--- config.mk ---
export PLATFORM = sky130hd
export DESIGN_NAME = scan_chain_ctrl_flat
export DESIGN_NICKNAME = d
export VERILOG_FILES = /design/src/rtl/scan_chain_ctrl_pkg.sv /design/src/rtl/scan_chain_ctrl_if.sv /design/src/rtl/scan_chain_ctrl_shift_reg.sv /design/src/rtl/scan_chain_ctrl.sv /design/src/flat_wrapper.sv
export SDC_FILE = /design/constraint.sdc
export NUM_CORES = 1
export LEC_CHECK = 0
export BUFFER_PORTS_ARGS = -buffer_cell sky130_fd_sc_hd__clkbuf_2
export CORE_MARGIN = 4
export CORE_UTILIZATION = 32
export DETAILED_ROUTE_END_ITERATION = 8
export PLACE_DENSITY_LB_ADDON = 0.2
export SETUP_SLACK_MARGIN = 0.3
export SYNTH_ARGS = -nofsm -noshare
export SYNTH_HDL_FRONTEND = slang
export SYNTH_SLANG_ARGS = --single-unit
--- constraint.sdc ---
create_clock -name CLK -period 3.31 [get_ports CLK]
set_input_delay 0.662 -clock CLK [delete_from_list [all_inputs] [get_ports CLK]]
set_output_delay 0.662 -clock CLK [all_outputs]
set_load 0.1 [all_outputs]
--- src/rtl/scan_chain_ctrl_pkg.sv ---
// scan_pkg: shared types and helpers for the scan chain sequencer.
//   scan_state_t : sequencer FSM states
//   cnt_w()      : bit-counter width for a given chain length (minimum 1)
package scan_pkg;

   typedef enum logic [1:0] {
      IDLE  = 2'd0,
      SHIFT = 2'd1,
      CAPT  = 2'd2,
      UNLD  = 2'd3
   } scan_state_t;

   function automatic int cnt_w(input int n);
      return (n > 1) ? $clog2(n) : 1;
   endfunction

endpackage

--- src/rtl/scan_chain_ctrl_if.sv ---
// scan_chain_ctrl_if: request/result bundle of the scan sequencer.
//   START/PAT/EXP     : run request with pattern and expected response
//   BUSY/DONE/RESP/FAIL : status and unloaded result
//   master = requester side, slave = sequencer side
interface scan_chain_ctrl_if #(parameter int CHAIN_LEN = 32);

   logic                 START;
   logic [CHAIN_LEN-1:0] PAT;
   logic [CHAIN_LEN-1:0] EXP;
   logic                 BUSY;
   logic                 DONE;
   logic [CHAIN_LEN-1:0] RESP;
   logic                 FAIL;

   modport master (output START, PAT, EXP, input BUSY, DONE, RESP, FAIL);
   modport slave  (input START, PAT, EXP, output BUSY, DONE, RESP, FAIL);

endinterface

--- src/rtl/scan_chain_ctrl_shift_reg.sv ---
// scan_shift_reg: W-bit register with parallel load and left shift.
//   CLK, RST : clock, async active-high reset (clears q)
//   ld/ld_val: parallel load (wins over shift)
//   sh/sin   : shift left one bit, sin enters at bit 0
//   q        : register contents
module scan_shift_reg #(
   parameter int W = 32
) (
   input  logic         CLK,
   input  logic         RST,
   input  logic         ld,
   input  logic [W-1:0] ld_val,
   input  logic         sh,
   input  logic         sin,
   output logic [W-1:0] q
);

   logic [W-1:0] nxt;

   generate
      if (W == 1) begin : g_one
         assign nxt = sin;
      end else begin : g_many
         assign nxt = {q[W-2:0], sin};
      end
   endgenerate

   always_ff @(posedge CLK or posedge RST) begin
      if (RST)     q <= '0;
      else if (ld) q <= ld_val;
      else if (sh) q <= nxt;
   end

endmodule

--- src/rtl/scan_chain_ctrl.sv ---
// scan_chain_ctrl: load / capture / unload sequencer for one mux-scan chain.
//   CLK, RST : clock shared with the chain, async active-high reset
//   bus      : START/PAT/EXP request, BUSY/DONE/RESP/FAIL result
//   SDOUT    : Q of the last chain flop
//   SSEL     : scan enable to all chain flops
//   SDIN     : serial data into chain flop 0
// Every output is decoded from registers only.
module scan_chain_ctrl
   import scan_pkg::*;
#(
   parameter int CHAIN_LEN = 32,
   parameter int CNT_W     = cnt_w(CHAIN_LEN)
) (
   input  logic              CLK,
   input  logic              RST,
   scan_chain_ctrl_if.slave  bus,
   input  logic              SDOUT,
   output logic              SSEL,
   output logic              SDIN
);

   scan_state_t          state;
   logic [CNT_W-1:0]     cnt;
   logic [CHAIN_LEN-1:0] exp_q;
   logic [CHAIN_LEN-1:0] pat_q;
   logic [CHAIN_LEN-1:0] resp_q;
   logic [CHAIN_LEN-1:0] resp_nxt;
   logic                 done_q;
   logic                 fail_q;
   logic                 accept;
   logic                 last;

   assign accept = (state == IDLE) && bus.START;
   assign last   = (cnt == CNT_W'(CHAIN_LEN - 1));

   // Value the response register takes on this edge; FAIL is judged on it
   // so it lines up with DONE.
   generate
      if (CHAIN_LEN == 1) begin : g_nxt_one
         assign resp_nxt = SDOUT;
      end else begin : g_nxt_many
         assign resp_nxt = {resp_q[CHAIN_LEN-2:0], SDOUT};
      end
   endgenerate

   // Pattern serializer: MSB goes out first, zeros refill from the bottom.
   scan_shift_reg #(.W(CHAIN_LEN)) u_pat (
      .CLK    (CLK),
      .RST    (RST),
      .ld     (accept),
      .ld_val (bus.PAT),
      .sh     (state == SHIFT),
      .sin    (1'b0),
      .q      (pat_q)
   );

   // Response deserializer: tail flop arrives first and ends up at the MSB.
   scan_shift_reg #(.W(CHAIN_LEN)) u_resp (
      .CLK    (CLK),
      .RST    (RST),
      .ld     (1'b0),
      .ld_val ('0),
      .sh     (state == UNLD),
      .sin    (SDOUT),
      .q      (resp_q)
   );

   always_ff @(posedge CLK or posedge RST) begin
      if (RST) begin
         state  <= IDLE;
         cnt    <= '0;
         exp_q  <= '0;
         done_q <= 1'b0;
         fail_q <= 1'b0;
      end else begin
         done_q <= 1'b0;
         case (state)
            IDLE: begin
               if (bus.START) begin
                  exp_q <= bus.EXP;
                  cnt   <= '0;
                  state <= SHIFT;
               end
            end
            SHIFT: begin
               cnt <= cnt + 1'b1;
               if (last) state <= CAPT;
            end
            CAPT: begin
               cnt   <= '0;
               state <= UNLD;
            end
            UNLD: begin
               cnt <= cnt + 1'b1;
               if (last) begin
                  state  <= IDLE;
                  done_q <= 1'b1;
                  fail_q <= (resp_nxt != exp_q);
               end
            end
            default: state <= IDLE;
         endcase
      end
   end

   // During UNLD SDIN stays 0 so the chain is left cleared.
   assign SSEL     = (state == SHIFT) || (state == UNLD);
   assign SDIN     = (state == SHIFT) && pat_q[CHAIN_LEN-1];
   assign bus.BUSY = (state != IDLE);
   assign bus.DONE = done_q;
   assign bus.RESP = resp_q;
   assign bus.FAIL = fail_q;

endmodule

--- src/flat_wrapper.sv ---
// flat-port wrapper written by rule: the top's interface ports become plain ports
module scan_chain_ctrl_flat import scan_pkg::*;
#(
   parameter int CHAIN_LEN = 32,
   parameter int CNT_W     = cnt_w(CHAIN_LEN)
)
  (CLK, RST, SDOUT, SSEL, SDIN, bus_START, bus_PAT, bus_EXP, bus_BUSY, bus_DONE, bus_RESP, bus_FAIL);
  scan_chain_ctrl_if #(.CHAIN_LEN(CHAIN_LEN)) bus_i ();
  input  logic CLK;
  input  logic RST;
  input  logic SDOUT;
  output logic SSEL;
  output logic SDIN;
  input wire logic [$bits(bus_i.START)-1:0] bus_START;
  input wire logic [$bits(bus_i.PAT)-1:0] bus_PAT;
  input wire logic [$bits(bus_i.EXP)-1:0] bus_EXP;
  output wire logic [$bits(bus_i.BUSY)-1:0] bus_BUSY;
  output wire logic [$bits(bus_i.DONE)-1:0] bus_DONE;
  output wire logic [$bits(bus_i.RESP)-1:0] bus_RESP;
  output wire logic [$bits(bus_i.FAIL)-1:0] bus_FAIL;
  assign bus_i.START = bus_START;
  assign bus_i.PAT = bus_PAT;
  assign bus_i.EXP = bus_EXP;
  assign bus_BUSY = bus_i.BUSY;
  assign bus_DONE = bus_i.DONE;
  assign bus_RESP = bus_i.RESP;
  assign bus_FAIL = bus_i.FAIL;
  scan_chain_ctrl #(.CHAIN_LEN(CHAIN_LEN), .CNT_W(CNT_W)) u_core (.CLK(CLK), .RST(RST), .bus(bus_i), .SDOUT(SDOUT), .SSEL(SSEL), .SDIN(SDIN));
endmodule
==> impl_results.md <==
- FF-to-FF Start: u_core.state[0]$_DFFE_PP0P_
- Worst skew pair latency: 0.35 ns
- Post-Syn Nets: about 440
- Achievable Freq: between 300 and 400 MHz
- First-pass GRT wire length: 16350 um
- Lkg Pwr: 2.789 nW
- Gr usage total: 0.1252
- 1st-pass router iterations: 4
- Share of cells above drive strength 1: 0.4128
- Clk slew on worst S/H paths: ~0.07 ns
- Worst Path Required: 2.65 ns
- Setup CP Type: reg -> out
- Critical R2R Capture: u_core.exp_q[31]$_DFFE_PP0P_
- Core Box Area: 14590 um2
- Initial DRC count: 136
- Rel. slew slack: 0.5520
- Clk_skew: 0.006603 ns
- # DRC: 0
- # IOs: 105
- Fin util: 0.3969
- Setup TNS: 0 ns
- CTS root buffer: clkbuf_16
- Synth warn: 0
- Crit start category: flop
- Placed Cells: roughly 640
- Post-DRT Antenna Nets: 0
- Final worst path period share: 0.8305
- Starting Density: 0.3290
- Hold crit path type: in -> async
- Final Non-Filler Cells: 654
- Die W: 130.5 um
- Peak supply drop: 0.3226 mV
- Slew Limit Fails: 0
- Cts repair resizes: 0
- Post-detail-place hpwl: 7302 um
- Largest net degree at the start of global routing: ~110
- #FFs+latches synth: approximately 110
- Initial antenna violation count: 0
- Die footprint: 17020 um2
- Final wirelength: 10290 um
- Final Wtd Congestion: 0.7470
- CTS tree: yes
- Vias after detailed routing: 2996
- Worst Max-Slew Pin Slew: roughly 0.67 ns
- Minimum clock period: 2.749 ns
- Overflow after GRT: 0
- CP Data Arrival Time: 2.09 ns
- Vias per std cell: 4.581
- RSZ-0062 raised after global routing: false
- Syn_area_per_cell: 13.22 um2
- Area grow syn2layout: 20.65%
- Cells on worst reg2reg path: 5
- Clock Path Buffers: 2
- PD cells: 457.2 nW/um2
- Port Buffers: between 100 and 150
- Num CTS Buffers: 9
- Std-Cell Rows: 44
- Most common cell after layout, fill and taps aside: dfrtp_1
- H-tree levels: 3
- WL/cell: roughly 16 um
- Outcome: finished clean
- Sequential share of the synthesized area: 0.5474
- Vias in the first global route: 3130
- N_diodes: 0
- Hold Violations, Final: 0
- Final Setup Violations: 0
- Cell Area, Synth: approximately 4800 um2
- Post-CTS Hold Fix Bufs: 0
- Nets: 540
- Setup bufs post-CTS: 0
- Crit path max fanout: 17
- Max_cap viols: 0
- Post-Synthesis Cells: around 360
- Most frequent cells in the layout: dfrtp_1 (105), clkbuf_2 (104), nor2_1 (33), a21oi_1 (33), mux2_2 (33)
- CP endpoint kind: output port
- Reg2Reg Setup Slack: 1.20 ns
- Die Y: 130.5 um
- Synth cell types: 34
- Clock Sink Count: between 100 and 150
## routing by layer
layer	global-route usage	part of all wire	vias to the layer above
li1	-	-	1467
met4	0.03085	0.011	0
met5	0	0	-
met2	0.1910	0.46	89
met1	0.1667	0.45	1428
met3	0.05203	0.077	12
## where the power goes
| part | internal, mW | switching (mW) | total, mW |
|---|---|---|---|
| Clock | 0.612 | 0.478 | 1.09 |
| Sequential | 1.30 | 0.0210 | 1.32 |
| Combinational | 0.0630 | 0.175 | 0.238 |
| Total | 1.97 | 0.675 | 2.65 |
## area by class of cell
| cell class | instances | area, um2 |
|---|---|---|
| clock buffers | 11 | 242.7 |
| multi-input cells | 235 | 2034 |
| repair buffers | 109 | 570.5 |
| flip-flops and latches | 105 | 2628 |
| inverters | 5 | 22.52 |
| well taps | 184 | 230.2 |
| clock inverters | 5 | 62.56 |
| fillers | 1432 | 8798 |
## cells by family (layout without fill, tap and decap cells)
logic type	after synthesis	count (layout)	share of synthesized area
buf+inv	23	130	0.03076
compound gates	40	40	0.04510
simple gates	59	59	0.05865
xor+xnor	32	32	0.05839
flops	105	105	0.5474
mux	97	97	0.2414
fa+ha+maj	7	7	0.01825
## synthesized netlist by cell type
cell type  instances  area (um2)
nor2_1            33       123.9
o22ai_2            1       12.51
o21ai_1            2       10.01
mux2i_1           31       310.3
a31oi_1            1       6.260
xnor2_1           28       245.2
nor4_1             2       12.51
nand2_1            3       11.26
clkbuf_1           1       3.750
buf_2              7       35.03
nand3_1            3       15.01
and3_1             2       12.51
nor2_2             1       6.260
mux2_2            33       371.6
dfrtp_1          105        2628
buf_4              4       30.03
and2_1             2       12.51
nand3b_1           1       7.510
and2b_4            1       10.01
clkbuf_4           2       15.01
nand4_1            6       37.54
a22o_1             2       17.52
inv_1              4       15.01
mux2_4            28       420.4
nor2_4             1       11.26
o21ai_0            1       5.000
nand2_2            1       6.260
mux2_1             5       56.30
inv_2              1       3.750
a21oi_1           33       165.2
buf_6              4       45.04
nor3_1             3       15.01
ha_1               7       87.58
xor2_1             4       35.03
## worst max-delay path: stages, from the launching register on
cell and delay [ns]:
dfrtp_1 0.42, inv_1 0.13, ha_2 0.52, and2_1 0.21
clkbuf_2 0.45
## registers in the layout (all words and copies together) (netlist names)
name             count
u_core.exp_q        32
u_core.u_pat.q      32
u_core.bus.FAIL      1
u_core.state         2
u_core.bus.DONE      1
u_core.u_resp.q     32
u_core.cnt           5
## worst max-delay path by stage
stage	cells past startpoint	startpoint	slack (ns)	end
6_report	4	u_core.state[1]$_DFFE_PP0P_	0.56	SDIN
5_1_grt	4	u_core.state[1]$_DFFE_PP0P_	0.46	SDIN
4_1_cts	4	u_core.state[1]$_DFFE_PP0P_	0.52	SDIN
3_5_place_dp	4	u_core.state[1]$_DFFE_PP0P_	0.91	SDIN
3_3_place_gp	4	u_core.state[1]$_DFFE_PP0P_	0.97	SDIN
2_1_floorplan	5	u_core.state[1]$_DFFE_PP0P_	0.92	SDIN
## metrics by stage
step / hold slack [ns] / total power [mW] / worst slack [ns] / instance area, um2
after floorplan: 0.4507 / 1.502 / 0.9249 / 4803
after global placement: 0.4826 / 1.586 / 0.9652 / 5485
after detailed placement: 0.4961 / 1.588 / 0.9054 / 5485
after CTS: 0.5003 / 2.702 / 0.5153 / 5791
after global routing: 0.5145 / 2.772 / 0.4565 / 5791
final: 0.4223 / 2.647 / 0.5610 / 5791
No activity file was read; power rests on OpenSTA's default activity.
